### src/rtl/mux_pipe_stage.sv
// M-input, N-bit operand-select pipeline stage with valid/ready handshake.
// A two-entry skid buffer (main + skid) keeps in_ready purely registered.
module mux_pipe_stage #(
  parameter  int unsigned N    = 32,
  parameter  int unsigned M    = 4,
  localparam int unsigned SELW = (M > 1) ? $clog2(M) : 1
) (
  input  logic            clk,
  input  logic            rst,
  input  logic [M*N-1:0]  in_data,
  input  logic [SELW-1:0] sel,
  input  logic            in_valid,
  output logic            in_ready,
  input  logic            flush,
  output logic [N-1:0]    out_data,
  output logic            out_sel_err,
  output logic            out_valid,
  input  logic            out_ready
);

  typedef enum logic [1:0] {
    EMPTY = 2'd0,
    ONE   = 2'd1,
    FULL  = 2'd2
  } state_t;

  state_t       state;
  state_t       state_nxt;
  logic [N-1:0] skid_data;
  logic         skid_err;

  logic         accept;
  logic         pop;
  logic         load_main;
  logic         load_skid;
  logic         main_from_skid;

  logic [N-1:0] sel_word;
  logic         sel_err;

  assign accept = in_valid & in_ready & ~flush;
  assign pop    = out_valid & out_ready;

  // Input selection; out-of-range selects yield zero data with the error flag.
  always_comb begin
    sel_word = '0;
    sel_err  = 1'b1;
    for (int unsigned k = 0; k < M; k++) begin
      if (sel == SELW'(k)) begin
        sel_word = in_data[k*N +: N];
        sel_err  = 1'b0;
      end
    end
  end

  // Next-state and storage-steering decode.
  always_comb begin
    state_nxt      = state;
    load_main      = 1'b0;
    load_skid      = 1'b0;
    main_from_skid = 1'b0;
    case (state)
      EMPTY: begin
        if (accept) begin
          state_nxt = ONE;
          load_main = 1'b1;
        end
      end
      ONE: begin
        if (accept && pop) begin
          load_main = 1'b1;
        end else if (accept) begin
          state_nxt = FULL;
          load_skid = 1'b1;
        end else if (pop) begin
          state_nxt = EMPTY;
        end
      end
      FULL: begin
        if (pop) begin
          state_nxt      = ONE;
          main_from_skid = 1'b1;
        end
      end
      default: state_nxt = EMPTY;
    endcase
    // Flush wins: drop everything, leave data registers untouched.
    if (flush) begin
      state_nxt      = EMPTY;
      main_from_skid = 1'b0;
    end
  end

  // State register; handshake flags are registered copies of the next state.
  always_ff @(posedge clk) begin
    if (rst) begin
      state     <= EMPTY;
      out_valid <= 1'b0;
      in_ready  <= 1'b1;
    end else begin
      state     <= state_nxt;
      out_valid <= (state_nxt != EMPTY);
      in_ready  <= (state_nxt != FULL);
    end
  end

  // Main and skid entries.
  always_ff @(posedge clk) begin
    if (rst) begin
      out_data    <= '0;
      out_sel_err <= 1'b0;
      skid_data   <= '0;
      skid_err    <= 1'b0;
    end else begin
      if (load_main) begin
        out_data    <= sel_word;
        out_sel_err <= sel_err;
      end else if (main_from_skid) begin
        out_data    <= skid_data;
        out_sel_err <= skid_err;
      end
      if (load_skid) begin
        skid_data <= sel_word;
        skid_err  <= sel_err;
      end
    end
  end

endmodule

### config.mk
export PLATFORM = sky130hd
export DESIGN_NAME = mux_pipe_stage
export DESIGN_NICKNAME = d
export VERILOG_FILES = /design/src/rtl/mux_pipe_stage.sv
export SDC_FILE = /design/constraint.sdc
export NUM_CORES = 1
export LEC_CHECK = 0
export BUFFER_PORTS_ARGS = -buffer_cell sky130_fd_sc_hd__buf_2
export CAP_MARGIN = 10
export CORE_MARGIN = 2
export CORE_UTILIZATION = 31
export CTS_CLUSTER_DIAMETER = 40
export DETAILED_ROUTE_END_ITERATION = 10
export PLACE_DENSITY_LB_ADDON = 0.3
export SYNTH_ARGS = -nofsm -noshare
export SYNTH_HDL_FRONTEND = slang
export SYNTH_SLANG_ARGS = --single-unit
### constraint.sdc
create_clock -name clk -period 2 [get_ports clk]
set_clock_uncertainty 0.1 [all_clocks]
set_input_delay 0.2 -clock clk [delete_from_list [all_inputs] [get_ports clk]]
set_output_delay 0.2 -clock clk [all_outputs]
set_load 0.03 [all_outputs]
==> results.cfg <==
[outcome]
status = finished clean

[routing]
dr.pass1.iters = 4
vias_per_cell = 4.99
ant_nets = 0
maxUsedRoutingLayer = met4
wl_met2_mm = 4.99
wl_met3_um = 651
post-route-drc-count = 0
num_vias = 3373
drt_wl_total_mm = 10.3
wl_per_cell_um = 15.3
drt-initial-drc-count = 160
m1WireLength_mm = 4.52

[clock_network]
post_cts_buffers = 0
cts_buffers = 9
cts_sinks = 70
cts_buffer_depth = 2
cts_resized = 0
path_clk_slew_ps = 60
htree_levels = 3
cts-root-buf = clkbuf_16
clock_latency_ps = 320
cts_tree = done
ctsHoldBuffers = 0

[synthesis]
syn_area_um2 = 3590
yosysSeqAreaShare = 0.391
synth_warnings = 0
synth_cells = 371
ys_types = 30
mappedNetlistNets = 506
synth_area_per_cell_um2 = 9.67
yosys_register_bits = 70

[grt]
antenna_found_initial = 0
grt_max_degree = 48
grt_pass1_vias = 3388
gr-total-overflow = 0
grt_pass1_wl_mm = 16.6
grt_use_total = 0.167

[final_layout]
drive_above_1_share = 0.456
fillerInstances = 1097
design_area_um2 = 4960
syn2layout_area_growth_pct = 38.2
antenna_cells = 0
fin_nets = 663

[worst_hold_path]
hold_path_startpoint = flush
holdCritPathClass = in2reg
holdPathStages = 4
min_to = state[1]

[setup_path]
worst_ep_arrival_time_ps = 1830
critical_path_required_ps = 2130
r2r_setup_slack_ps = 300
startpoint = state[1]
cp-start-kind = flop
reg2reg_to = out_data[16]
timing.rr.start = state[1]
worstPathMaxFanout = 18
cp-end-kind = flop
crit_type = reg2reg
worstRegToRegCells = 5

[floorplanning]
core_area_um2 = 11400
initial_core_util = 0.316
fp.dieH_um = 112
die_area_um2 = 12400
num_io_pins = 170
row_count = 39
fp.dieW_um = 112

[sta]
relSlewSlack = 0.676
setup_violations = 0
final.setup.tns_ps = 0
maxSlewViolCount = 0
hold_viol_final = 0
fin_crit_ps = 1700
fmax_mhz = 587
rsz0062_at_grt = no
fin_crit_sh = 0.852
worstMarginPinSlew_ps = 486

[place]
portBuffers = 169
dpl.hpwl_mm = 7.52
gp_congestion = 0.708
placed_area_um2 = 4630

[power]
power.leakage_uw = 0.00196
power_density_nw_per_um2 = 787
peakVddDrop_mv = 0.417

[run]
maxCapViolations = 0
-- cell usage after synthesis, drive strengths merged --
cell type	count	area share
inv	1	0.0010
nand2	104	0.11
or2	1	0.0017
nor2	12	0.013
nand3	1	0.0014
mux4	32	0.20
xnor2	1	0.0024
nand2b	1	0.0017
a311oi	18	0.061
a21boi	1	0.0021
a21bo	1	0.0028
nand3b	4	0.0084
a22oi	3	0.0063
a211oi	11	0.023
dfxtp	70	0.39
and2	2	0.0042
nor3b	1	0.0021
and4bb	1	0.0045
a21oi	36	0.050
a21o	1	0.0021
o22ai	1	0.0017
mux2i	12	0.033
clkbuf	21	0.022
nor3	21	0.029
buf	14	0.025
-- power breakdown --
part / switching [uW] / leakage (uW) / internal, uW
combinational: 342 / 0.00123 / 312
sequential: 27.5 / 0.000570 / 1450
clock: 556 / 0.000161 / 1220
-- worst max-delay path by stage --
stage / endpoint / slack (ps) / cells past startpoint
5_1_grt: out_data[16] / 200 / 5
3_3_place_gp: out_data[18] / 350 / 5
6_report: out_data[16] / 300 / 5
3_5_place_dp: out_data[16] / 290 / 5
4_1_cts: out_data[16] / 290 / 5
2_1_floorplan: out_data[19] / 200 / 7
-- registers in the layout, summed over array words and instances, names as in the netlist --
signal / count
in_ready: 1
out_data: 32
out_sel_err: 1
out_valid: 1
skid_data: 32
skid_err: 1
state: 2
-- layer usage --
layer	vias up	track usage
li1	1665	-
met2	115	0.282
met1	1582	0.213
met4	0	0.0593
met5	-	0
met3	11	0.0327
-- placed cells by master (no fill, tap or decap), types with 2 or more instances in the layout --
master,instances
buf_2,169
nand2_1,103
dfxtp_1,70
a21oi_1,36
mux4_2,32
nor3_1,19
nor2_1,12
mux2i_1,12
a211oi_1,11
a311oi_2,10
clkbuf_16,9
a311oi_1,8
buf_4,6
buf_12,6
nand3b_1,4
a22oi_1,3
bufinv_16,3
clkbuf_1,3
nor3_2,2
-- worst max-delay path: stages, from the launching register on --
cell      delay (ps)
dfxtp_1          410
and4bb_4         280
and2_4           150
or2_1            220
buf_4            220
a311oi_1         240
-- final cells by class --
cell class / count / area [um^2] / area share
Clock buffer: 12 / 236 / 0.0477
Timing Repair Buffer: 181 / 1010 / 0.204
Multi-Input combinational cell: 265 / 2030 / 0.410
Sequential cell: 70 / 1400 / 0.283
Tap cell: 143 / 179 / 0.0361
Clock inverter: 4 / 95.1 / 0.0192
Inverter: 1 / 3.75 / 0.000757
-- cell families (layout without fill, tap and decap cells) --
group                     after synthesis  after routing  share of synthesized area
muxes                                  44             44                      0.234
AOI/OAI and AO/OA                      72             72                      0.150
and+or+nand+nor                       148            148                      0.175
xor gates and xnor gates                1              1                    0.00244
buffers and inverters                  36            198                     0.0481
DFF                                    70             70                      0.391
-- through the flow --
stage | util | cells | hold WS [ps] | setup WS [ps] | power (uW)
final | 0.436 | 676 | 117 | 295 | 3900
after global routing | 0.436 | 676 | 132 | 197 | 4080
after detailed placement | 0.407 | 660 | 346 | 294 | 2170
after CTS | 0.436 | 676 | 108 | 290 | 3950
after floorplan | - | 371 | 276 | 203 | 1910
after global placement | 0.407 | 660 | 341 | 354 | 2150
(Power assumes the default switching activity.)
